$ cat config.mk
export PLATFORM = sky130hd
export DESIGN_NAME = sample_packer
export DESIGN_NICKNAME = d
export VERILOG_FILES = /design/src/rtl/sample_packer_pkg.sv /design/src/rtl/sample_packer_chunk_offer_fsm.sv /design/src/rtl/sample_packer.sv
export SDC_FILE = /design/constraint.sdc
export NUM_CORES = 1
export LEC_CHECK = 0
export CORE_MARGIN = 4
export CORE_UTILIZATION = 58
export CTS_CLUSTER_DIAMETER = 60
export DETAILED_ROUTE_END_ITERATION = 6
export HOLD_SLACK_MARGIN = 0.12
export PLACE_DENSITY = 0.85
export SYNTH_ARGS = -nofsm -noshare
export SYNTH_HDL_FRONTEND = slang
export SYNTH_SLANG_ARGS = --single-unit
$ cat constraint.sdc
create_clock -name clk -period 5.6 [get_ports clk]
set_input_delay 1.68 -clock clk [delete_from_list [all_inputs] [get_ports clk]]
set_output_delay 1.68 -clock clk [all_outputs]
set_load 0.03 [all_outputs]
$ cat src/rtl/sample_packer_pkg.sv
// sample_packer_pkg: widths, derived counts and output-FSM states
// shared by the sample packer and the output parser.
package sample_packer_pkg;

   localparam int SAMPLE_W    = 16;
   localparam int CHUNK_W     = 128;
   localparam int FRAME_BYTES = 256;
   localparam int LANES       = CHUNK_W / SAMPLE_W;
   localparam int CHUNKS      = FRAME_BYTES * 8 / CHUNK_W;

   typedef enum logic [1:0] {
      O_IDLE,
      O_OFFER,
      O_DRAIN
   } ofsm_e;

endpackage

$ cat src/rtl/sample_packer_chunk_offer_fsm.sv
// chunk_offer_fsm: hold register and the offer/drain handshake
// towards the parser; pulses done when the last chunk drains.
module chunk_offer_fsm
   import sample_packer_pkg::*;
#(
   parameter int CHUNK_W = sample_packer_pkg::CHUNK_W
) (
   input  logic               clk,
   input  logic               rst_n,
   input  logic               load_i,
   input  logic [CHUNK_W-1:0] chunk_i,
   input  logic               last_i,
   input  logic               busy_i,
   output logic               hold_valid_o,
   output logic [CHUNK_W-1:0] data_o,
   output logic               ready_o,
   output logic               idle_o,
   output logic               done_o
);

   ofsm_e              state_q, state_d;
   logic [CHUNK_W-1:0] hold_q;
   logic               hold_last_q;
   logic               hold_valid_q, hold_valid_d;
   logic               done_q, done_d;
   logic               release_w;

   // The hold slot is reported free on the edge it drains so a
   // new chunk can be loaded in that same edge.
   assign release_w    = (state_q == O_DRAIN) && !busy_i;
   assign hold_valid_o = hold_valid_q && !release_w;

   always_comb begin
      state_d      = state_q;
      hold_valid_d = hold_valid_q;
      done_d       = 1'b0;
      unique case (state_q)
         O_IDLE: begin
            if (hold_valid_q) state_d = O_OFFER;
         end
         O_OFFER: begin
            if (busy_i) state_d = O_DRAIN;
         end
         O_DRAIN: begin
            if (!busy_i) begin
               state_d      = O_IDLE;
               hold_valid_d = 1'b0;
               done_d       = hold_last_q;
            end
         end
         default: state_d = O_IDLE;
      endcase
      if (load_i) hold_valid_d = 1'b1;
   end

   always_ff @(posedge clk) begin
      if (!rst_n) begin
         state_q      <= O_IDLE;
         hold_q       <= '0;
         hold_last_q  <= 1'b0;
         hold_valid_q <= 1'b0;
         done_q       <= 1'b0;
      end else begin
         state_q      <= state_d;
         hold_valid_q <= hold_valid_d;
         done_q       <= done_d;
         if (load_i) begin
            hold_q      <= chunk_i;
            hold_last_q <= last_i;
         end
      end
   end

   assign data_o  = hold_q;
   assign ready_o = (state_q == O_OFFER);
   assign idle_o  = hold_last_q && (state_q != O_IDLE);
   assign done_o  = done_q;

endmodule

$ cat src/rtl/sample_packer.sv
// sample_packer: packs samples into chunks (first sample in the
// MSBs) and hands them to the parser one frame at a time.
module sample_packer
   import sample_packer_pkg::*;
#(
   parameter int SAMPLE_W    = sample_packer_pkg::SAMPLE_W,
   parameter int CHUNK_W     = sample_packer_pkg::CHUNK_W,
   parameter int FRAME_BYTES = sample_packer_pkg::FRAME_BYTES
) (
   input  logic                clk,
   input  logic                rst_n,
   input  logic                frame_start,
   input  logic [SAMPLE_W-1:0] sample_din,
   input  logic                sample_valid,
   output logic                sample_ready,
   output logic [CHUNK_W-1:0]  data_flat,
   output logic                data_ready,
   output logic                data_idle,
   input  logic                Parsar_busy,
   output logic                frame_active,
   output logic                frame_done
);

   localparam int NLANE  = CHUNK_W / SAMPLE_W;
   localparam int NCHUNK = FRAME_BYTES * 8 / CHUNK_W;
   localparam int LW     = (NLANE > 1) ? $clog2(NLANE) : 1;
   localparam int CW     = (NCHUNK > 1) ? $clog2(NCHUNK) : 1;
   localparam logic [LW-1:0] LANE_LAST  = LW'(NLANE - 1);
   localparam logic [CW-1:0] CHUNK_LAST = CW'(NCHUNK - 1);

   logic [LW-1:0]      lane_q, lane_d;
   logic [CW-1:0]      chunk_q, chunk_d;
   logic               active_q, active_d;
   logic [CHUNK_W-1:0] asm_q, asm_d;
   logic               hold_valid;
   logic               accept;
   logic               load;

   assign sample_ready = active_q && !(lane_q == LANE_LAST && hold_valid);
   assign accept       = sample_valid && sample_ready;
   assign load         = accept && (lane_q == LANE_LAST);
   assign frame_active = active_q;

   always_comb begin
      lane_d   = lane_q;
      chunk_d  = chunk_q;
      active_d = active_q;
      asm_d    = asm_q;
      if (frame_start && !active_q) begin
         active_d = 1'b1;
         lane_d   = '0;
         chunk_d  = '0;
      end else if (accept) begin
         asm_d[CHUNK_W-1-int'(lane_q)*SAMPLE_W -: SAMPLE_W] = sample_din;
         lane_d = lane_q + LW'(1);
         if (load) begin
            lane_d  = '0;
            chunk_d = chunk_q + CW'(1);
            if (chunk_q == CHUNK_LAST) active_d = 1'b0;
         end
      end
   end

   always_ff @(posedge clk) begin
      if (!rst_n) begin
         lane_q   <= '0;
         chunk_q  <= '0;
         active_q <= 1'b0;
         asm_q    <= '0;
      end else begin
         lane_q   <= lane_d;
         chunk_q  <= chunk_d;
         active_q <= active_d;
         asm_q    <= asm_d;
      end
   end

   chunk_offer_fsm #(
      .CHUNK_W (CHUNK_W)
   ) u_offer (
      .clk          (clk),
      .rst_n        (rst_n),
      .load_i       (load),
      .chunk_i      (asm_d),
      .last_i       (chunk_q == CHUNK_LAST),
      .busy_i       (Parsar_busy),
      .hold_valid_o (hold_valid),
      .data_o       (data_flat),
      .ready_o      (data_ready),
      .idle_o       (data_idle),
      .done_o       (frame_done)
   );

endmodule

==> results.ini <==
[synth]
synth.area.top_cells = dfxtp_1, nand4_1, a31oi_1
yosysUniqueCellTypes = 41
syn_area_um2 = 9960
synth_top_cell_area_share = 0.509
synth_seq_cells = 253
syn_avg_cell_area_um2 = 8.57
ys_warn_count = 0
ys_seq_area_frac = 0.509
synth_fp_nets = 1190
yosys.area.top_type = dfxtp_1
netlist_instances = 1162

[global_route]
track_usage = 0.282
grt_start_max_net_pins = 111
overflow = 0
grt_pass1_vias = 8556
antenna_found_initial = 0
grt_pass1_wl_um = 45900

[sta]
hold_viol = 0
rsz0062_at_grt = false
slew_headroom = 0.131
clock.fmax_mhz = 211
fin_setup_tns_ns = 0
finalMaxSlewViolations = 0
setup_viol = 0
finClkSkew_ns = 0.0234
min_period_ns = 4.74
finalCritPeriodShare = 0.847
worst_slew_pin_slew_ns = 1.29

[power_and_ir_drop]
p_sw_uw = 789
p_sw_frac = 0.226
clkPwrFrac = 0.435
p_int_uw = 2710
peakVddDrop_uv = 227
pwr-share-comb = 0.047
p_per_area_nw_per_um2 = 291
p_leak_uw = 0.00399
pwr-share-seq = 0.518

[finish]
fin_area_um2 = 12000
area_growth_pct = 20.7
regArea_um2 = 5070
finalNetCount = 1238
num-fill-cells = 1265
drive_gt1_frac = 0.0573
multiInputGateArea_um2 = 4220
mostFrequentLayoutCell = dfxtp_1
final_cell_mix = dfxtp_1, clkdlybuf4s50_1, nand2_1, a21oi_1, nand3_1
stdcell_count = 1443

[flow_run]
maxCapViolCount = 0

[placement]
dp.final_hpwl_um = 16200
port_buffers = 153
placed_area_um2 = 11300
dp_cells = 1403
gp_congestion = 0.796

[setup_path]
worst_ep_arrival_time_ns = 3.06
crit_type = in2out
cp_max_fo = 4
crit_path_start_kind = input pin
crit_path_end_kind = output pin
required_ns = 3.92

[clocking]
path_clk_slew_ns = 0.06
cts-resized-gates = 0
postCtsSetupBuffers = 0
cts.sinks = 253
clockBufferDepth = 3
tritoncts = yes
root_buffer = clkbuf_16
htree_levels = 1
worstSkewPairLatency_ns = 0.52
numCtsBuffers = 25
ctsHoldBuffers = 0

[floorplanning]
die_h_um = 139
ioPinCount = 154
core-area_um2 = 16700
start_util = 0.596
die_w_um = 139
num_rows = 47
die-area_um2 = 19300

[route]
antenna_left = 0
routed_via_density = 6.50
drtIter0Drc = 1323
routed_wl_um = 28600
vias = 9376
drc_errors = 0
wl_per_cell_um = 19.8
first_pass_iters = 6

[hold_path]
hold_path.class = reg2reg

[run_status]
status = finished clean

## synth_stat cells
cell       count
dfxtp_1      253
a21oi_1      101
clkbuf_1     101
nand2_1      101
nand3_1       99
nand4_1       98
a31oi_1       96
o21ai_0       80
nor2_1        42
o21ai_1       42
buf_2         21
buf_1         17
a221oi_1      16
a22o_1        16
a32oi_1       16
buf_4          7
buf_6          7
ha_1           7
a21boi_2       6
inv_1          5
and4_1         4
and3_1         3
and4b_1        3
a21boi_0       2
and2_1         2
nor2b_1        2
a2111oi_0      1
a211oi_1       1
a21o_1         1
a21oi_4        1
inv_2          1
mux2i_1        1
nand3b_1       1
nor3b_2        1
o211a_1        1
o211ai_1       1
o21a_1         1
or3_1          1
or3b_1         1
xnor2_1        1
xor2_1         1
## power groups by stage
stage | registers (uW) | logic [uW] | clock network (uW)
after floorplan | 1850 | 103 | 0
after global placement | 1850 | 158 | 0
after detailed placement | 1850 | 160 | 0
after CTS | 1810 | 161 | 1530
after global routing | 1810 | 175 | 1620
final | 1810 | 166 | 1520
## flip-flops by register name, indices dropped and copies added (netlist names)
name,cells
u_offer.data_o,128
asm_q,112
lane_q,3
frame_active,1
u_offer.hold_last_q,1
u_offer.done_o,1
u_offer.state_q,2
u_offer.hold_valid_q,1
chunk_q,4
## path summary, 6_finish.rpt
check / startpoint / to / slack [ns] / cells past startpoint
setup / recovery: Parsar_busy / sample_ready / 0.86 / 5
hold reg to reg: asm_q[111]$_SDFF_PN0_ / u_offer.data_o[111]$_SDFFE_PN0P_ / 0.46 / 2
setup reg to reg: lane_q[2]$_SDFFE_PP0N_ / u_offer.data_o[69]$_SDFFE_PN0P_ / 2.34 / 7
hold / removal: asm_q[111]$_SDFF_PN0_ / u_offer.data_o[111]$_SDFFE_PN0P_ / 0.46 / 2
## kinds of logic (layout without fill, tap and decap cells)
group,count (synthesis),after routing,share of synthesized area
flops,253,253,0.509
compound gates,382,382,0.229
xor+xnor,2,2,0.00176
simple gates,358,358,0.180
buf+inv,159,219,0.0705
other cells,0,1,0
mux,1,1,0.00101
fa+ha+maj,7,7,0.00880
## area by class of cell
| type | count | area share |
|---|---|---|
| antenna | 1 | 0.000208 |
| clock buffer | 35 | 0.0585 |
| inverter | 6 | 0.00198 |
| clock inverter | 4 | 0.00198 |
| tap | 220 | 0.0229 |
| sequential | 253 | 0.422 |
| timing repair buffer | 174 | 0.142 |
| multi-input combinational | 750 | 0.351 |
## per-stage QoR
step                      worst slack (ns)  power [uW]  hold WS (ns)   util
final                                0.859        3500         0.458  0.720
after global placement               0.866        2010         0.449  0.676
after CTS                            0.852        3500         0.458  0.719
after detailed placement             0.869        2010         0.456  0.676
after floorplan                       1.01        1950         0.439      -
after global routing                 0.807        3600         0.481  0.719
## worst max-delay path: stages
cell and delay (ns):
clkdlybuf4s50_1 0.46, or3b_1 0.43, a21boi_0 0.20, buf_4 0.17, buf_12 0.11
## per-layer routing
| metal | vias up | global-route usage | part of all wire |
|---|---|---|---|
| met4 | 0 | 0.114 | 0.042 |
| met1 | 4402 | 0.402 | 0.41 |
| li1 | 4372 | - | - |
| met2 | 528 | 0.425 | 0.44 |
| met5 | - | 0 | 0 |
| met3 | 74 | 0.0531 | 0.10 |
Power figures use the tool's default switching activity.
